$ cat src/rtl/mem_arbiter.sv
// mem_arbiter: arbitrates I-cache and D-cache requests onto one memory port, with a SERVE timeout.
// Define ARB_ROUND_ROBIN_EN for round-robin tie-breaking; otherwise the D-cache wins ties.
module mem_arbiter #(
  parameter int unsigned TIMEOUT = 64
) (
  input  logic        clk,
  input  logic        rst,
  input  logic [31:0] i_req_addr,
  input  logic        i_req_valid,
  output logic [31:0] i_req_data,
  output logic        i_req_ready,
  input  logic [31:0] d_req_addr,
  input  logic [31:0] d_wr_data,
  input  logic        d_req_valid,
  input  logic        d_req_wr,
  output logic [31:0] d_req_data,
  output logic        d_req_ready,
  output logic [31:0] mem_req_addr,
  output logic [31:0] mem_wr_data,
  output logic        mem_req_valid,
  output logic        mem_req_wr,
  input  logic [31:0] mem_req_data,
  input  logic        mem_req_ready,
  output logic        busy,
  output logic        err
);

  localparam int unsigned CNT_W = (TIMEOUT > 1) ? $clog2(TIMEOUT) : 1;

  localparam logic [1:0] IDLE    = 2'd0;
  localparam logic [1:0] SERVE_I = 2'd1;
  localparam logic [1:0] SERVE_D = 2'd2;
  localparam logic [1:0] DONE    = 2'd3;

  logic [1:0]       state_q, state_d;
  logic [CNT_W-1:0] cnt_q, cnt_d;
  logic [31:0]      mem_addr_q, mem_addr_d;
  logic [31:0]      mem_wdata_q, mem_wdata_d;
  logic             mem_wr_q, mem_wr_d;
  logic             mem_valid_q, mem_valid_d;
  logic [31:0]      i_data_q, i_data_d;
  logic [31:0]      d_data_q, d_data_d;
  logic             i_ready_q, i_ready_d;
  logic             d_ready_q, d_ready_d;
  logic             busy_q, busy_d;
  logic             err_q, err_d;
  logic             d_wins_c;

`ifdef ARB_ROUND_ROBIN_EN
  // last_i_q = 1 when the I-cache held the most recent grant; reset value means "D last".
  logic last_i_q, last_i_d;

  assign d_wins_c = d_req_valid && (!i_req_valid || last_i_q);

  always_comb begin
    last_i_d = last_i_q;
    if (state_q == IDLE && (i_req_valid || d_req_valid)) begin
      last_i_d = !d_wins_c;
    end
  end

  always_ff @(posedge clk or negedge rst) begin
    if (!rst) begin
      last_i_q <= 1'b0;
    end else begin
      last_i_q <= last_i_d;
    end
  end
`else
  assign d_wins_c = d_req_valid;
`endif

  // Next-state and registered-output logic
  always_comb begin
    state_d     = state_q;
    cnt_d       = cnt_q;
    mem_addr_d  = mem_addr_q;
    mem_wdata_d = mem_wdata_q;
    mem_wr_d    = mem_wr_q;
    i_data_d    = i_data_q;
    d_data_d    = d_data_q;
    i_ready_d   = 1'b0;
    d_ready_d   = 1'b0;
    err_d       = 1'b0;

    case (state_q)
      IDLE: begin
        cnt_d = '0;
        if (d_wins_c) begin
          state_d     = SERVE_D;
          mem_addr_d  = d_req_addr;
          mem_wr_d    = d_req_wr;
          mem_wdata_d = d_wr_data;
        end else if (i_req_valid) begin
          state_d     = SERVE_I;
          mem_addr_d  = i_req_addr;
          mem_wr_d    = 1'b0;
          mem_wdata_d = '0;
        end
      end
      SERVE_I, SERVE_D: begin
        if (mem_req_ready || cnt_q == CNT_W'(TIMEOUT - 1)) begin
          state_d = DONE;
          err_d   = !mem_req_ready;
          if (state_q == SERVE_I) begin
            i_ready_d = 1'b1;
            i_data_d  = mem_req_ready ? mem_req_data : '0;
          end else begin
            d_ready_d = 1'b1;
            if (!mem_req_ready) begin
              d_data_d = '0;
            end else if (!mem_wr_q) begin
              d_data_d = mem_req_data;
            end
          end
        end else begin
          cnt_d = cnt_q + CNT_W'(1);
        end
      end
      DONE: state_d = IDLE;
      default: state_d = IDLE;
    endcase

    busy_d      = (state_d != IDLE);
    mem_valid_d = (state_d == SERVE_I) || (state_d == SERVE_D);
  end

  always_ff @(posedge clk or negedge rst) begin
    if (!rst) begin
      state_q     <= IDLE;
      cnt_q       <= '0;
      mem_addr_q  <= '0;
      mem_wdata_q <= '0;
      mem_wr_q    <= 1'b0;
      mem_valid_q <= 1'b0;
      i_data_q    <= '0;
      d_data_q    <= '0;
      i_ready_q   <= 1'b0;
      d_ready_q   <= 1'b0;
      busy_q      <= 1'b0;
      err_q       <= 1'b0;
    end else begin
      state_q     <= state_d;
      cnt_q       <= cnt_d;
      mem_addr_q  <= mem_addr_d;
      mem_wdata_q <= mem_wdata_d;
      mem_wr_q    <= mem_wr_d;
      mem_valid_q <= mem_valid_d;
      i_data_q    <= i_data_d;
      d_data_q    <= d_data_d;
      i_ready_q   <= i_ready_d;
      d_ready_q   <= d_ready_d;
      busy_q      <= busy_d;
      err_q       <= err_d;
    end
  end

  assign i_req_data    = i_data_q;
  assign i_req_ready   = i_ready_q;
  assign d_req_data    = d_data_q;
  assign d_req_ready   = d_ready_q;
  assign mem_req_addr  = mem_addr_q;
  assign mem_wr_data   = mem_wdata_q;
  assign mem_req_wr    = mem_wr_q;
  assign mem_req_valid = mem_valid_q;
  assign busy          = busy_q;
  assign err           = err_q;

endmodule

$ cat config.mk
export PLATFORM = sky130hd
export DESIGN_NAME = mem_arbiter
export DESIGN_NICKNAME = d
export VERILOG_FILES = /design/src/rtl/mem_arbiter.sv
export SDC_FILE = /design/constraint.sdc
export NUM_CORES = 1
export LEC_CHECK = 0
export ABC_AREA = 1
export BUFFER_PORTS_ARGS = -buffer_cell sky130_fd_sc_hd__buf_2
export CAP_MARGIN = 40
export CORE_ASPECT_RATIO = 0.9
export CORE_MARGIN = 4
export CORE_UTILIZATION = 45
export DETAILED_ROUTE_END_ITERATION = 10
export PLACE_DENSITY = 0.82
export SYNTH_ARGS = -nofsm -noshare
export SYNTH_HDL_FRONTEND = slang
export SYNTH_SLANG_ARGS = --single-unit
$ cat constraint.sdc
create_clock -name clk -period 1.95 [get_ports clk]
set_input_delay 0.195 -clock clk [delete_from_list [all_inputs] [get_ports clk]]
set_output_delay 0.195 -clock clk [all_outputs]
set_load 0.005 [all_outputs]
==> flow_summary.toml <==
[cells_and_area]
stdcell_count = 1264
final_area_mm2 = 0.00882
final_common_cell = "buf_2"
diodes = 0
fillers = 1228
drive_above_1_share = 0.308
fin_util = 0.630
seq_area_mm2 = 0.00355
layout.nets = 1196
multiInputGateArea_mm2 = 0.00234
final_cell_mix = "buf_2, nand2_1, dfrtp_1"
area.growth.synth_to_final_pct = 37.2

[placed_design]
portBuffers = 267
routabilityCongestion = 0.910
place_area_mm2 = 0.00802
dp_cells = 1210
post-dp-hpwl_um = 13200

[worst_setup_path]
cp.arrival_ns = 2.02
critical_path.endpoint = "i_req_data[0]$_DFFE_PN0P_"
rr_startpoint = "cnt_q[0]$_DFFE_PN0P_"
worstSetupStartpointType = "register"
r2r_slack_ns = 0.24
worstSetupPathType = "reg -> reg"
cp-startpoint = "cnt_q[0]$_DFFE_PN0P_"
required_ns = 2.26
worstRegToRegCells = 7
cp_max_fo = 27
reg2reg_to = "i_req_data[0]$_DFFE_PN0P_"
end_kind = "register"

[yosys]
avgSynthCellArea_um2 = 8.19
synth_top_area_share = 0.553
yosysWarnings = 0
ys_seq_elements = 142
synth_nets = 923
syn_inst = 785
synth-seq-area-share = 0.553
yosys.area.top_type = "dfrtp_1"
ys_types = 21
mappedNetlistArea_mm2 = 0.00643
synth_area_leaders = "dfrtp_1, nand2_1, nand4_1"

[power_and_ir_drop]
clkPwrFrac = 0.245
power.density_mw_per_mm2 = 1480
swShare = 0.389
p_comb_frac = 0.389
total_power_mw = 13.1
ir_drop_mv = 0.958
p_seq_frac = 0.365
internal-power_mw = 7.99
switching_power_mw = 5.08
p_leak_nw = 5.10

[routing]
dr.pass1.iters = 5
drc = 0
dr_total_vias = 6303
drt_wl_total_um = 18800
drtIter0Drc = 554
vias_per_cell = 4.99
wl_per_cell_um = 14.9
drtAntennaViolNets = 0

[global_route]
antenna_found_initial = 1
grt_usage = 0.231
grt_use_met2 = 0.386
grt_max_degree = 98
top_usage_layer = "met2"
grt_pass1_wl_um = 29900
grt.overflow.total = 0
met1_usage = 0.297
grt_pass1_vias = 5970
gr-usage-met3 = 0.0572

[sta]
period_share = 0.878
rsz0062_at_grt = "no"
tightest_slew_ns = 0.510
tns_ns = 0
drv_slew = 0
period_needed_ns = 1.71
worst_clock_skew_ns = 0.00998
hold_viol = 0
slew_headroom = 0.660
setup_viol = 0
fmax_mhz = 584

[floorplanning]
start_util = 0.459
rows = 41
die_w_um = 134
fp.dieH_um = 121
design.die.area_mm2 = 0.0163
ios = 268
coreArea_mm2 = 0.0140

[clock_network]
post-cts-setup-buffer-count = 0
cts_buffers = 17
cts-hold-fix-buffers = 22
ctsResizeCount = 0
clock_sinks = 142
root_buffer = "clkbuf_16"
clk_latency_ns = 0.42
tritoncts = "built"
htree_levels = 4
cts_buffer_depth = 2
clkTransAtPathRegs_ns = 0.07

[outcome]
status = "completed"

[min_path]
hold_class = "in -> reg"

[job]
drv_cap = 0
-- power groups by stage --
stage                     clock network [mW]  logic [mW]  registers (mW)
after floorplan                            0        2.67            4.87
after global placement                     0        4.92            4.77
after detailed placement                   0        5.07            4.78
after CTS                               3.26        5.11            4.77
after global routing                    3.40        5.67            4.92
final                                   3.21        5.09            4.77
-- worst max-delay path: stages (launching register included) --
cell	delay (ns)
dfrtp_1	0.39
ha_1	0.19
nand2_1	0.17
o21bai_4	0.26
nand3_2	0.22
buf_12	0.23
nand2_1	0.08
nand2_1	0.05
-- layer usage --
layer / routed length (um) / vias to the layer above
li1: - / 3082
met1: 7840 / 2933
met2: 9480 / 249
met3: 1180 / 37
met4: 319 / 2
met5: 13 / -
-- worst min path at each step --
stage | from | to | cells after the start
after floorplan | rst | busy$_DFF_PN0_ | 0
after global placement | rst | d_req_data[4]$_DFFE_PN0P_ | 1
after detailed placement | rst | d_req_data[4]$_DFFE_PN0P_ | 1
after CTS | d_wr_data[28] | mem_wr_data[28]$_DFFE_PN0P_ | 3
after global routing | d_wr_data[9] | mem_wr_data[9]$_DFFE_PN0P_ | 3
final | d_wr_data[10] | mem_wr_data[10]$_DFFE_PN0P_ | 3
-- Yosys cell counts --
library cell,n
inv_1,77
ha_1,4
clkbuf_1,30
o21bai_4,1
nand3_2,3
nor3_1,2
xnor2_1,1
or2_2,1
dfrtp_1,142
a21oi_2,1
nand4_1,64
nand2_2,1
o211ai_1,1
o21ai_0,36
a21oi_1,34
buf_2,23
buf_1,5
o21ai_2,1
nor2_1,42
nand2_1,243
nand3_1,73
-- stage by stage --
| stage | hold WS (ns) | setup slack, ns |
|---|---|---|
| 2_1_floorplan | -0.101 | 0.290 |
| 3_3_place_gp | 0.179 | 0.357 |
| 3_5_place_dp | 0.172 | 0.243 |
| 4_1_cts | 0.00241 | 0.235 |
| 5_1_grt | 0.0139 | 0.0834 |
| 6_report | 0.0197 | 0.238 |
-- sequential cells by signal (all words and copies together), names as in the netlist, 2 cells and up --
| signal | flops |
|---|---|
| mem_wr_data | 32 |
| i_req_data | 32 |
| d_req_data | 32 |
| state_q | 2 |
| cnt_q | 6 |
| mem_req_addr | 32 |
-- kinds of logic after synthesis --
family	share of synthesized area
buffers and inverters	0.0833
and+or+nand+nor	0.294
AOI/OAI and AO/OA	0.0613
adders and majority gates	0.00778
DFF	0.553
xor gates and xnor gates	0.00136
-- area by class of cell --
type                    instances  share of cell area
clock inverters                13              0.0160
clock buffers                  19              0.0502
well taps                     193              0.0274
repair buffers                312               0.205
flip-flops and latches        142               0.403
multi-input cells             508               0.266
inverters                      77              0.0328
Note: power is estimated with default switching activity, not from simulation.
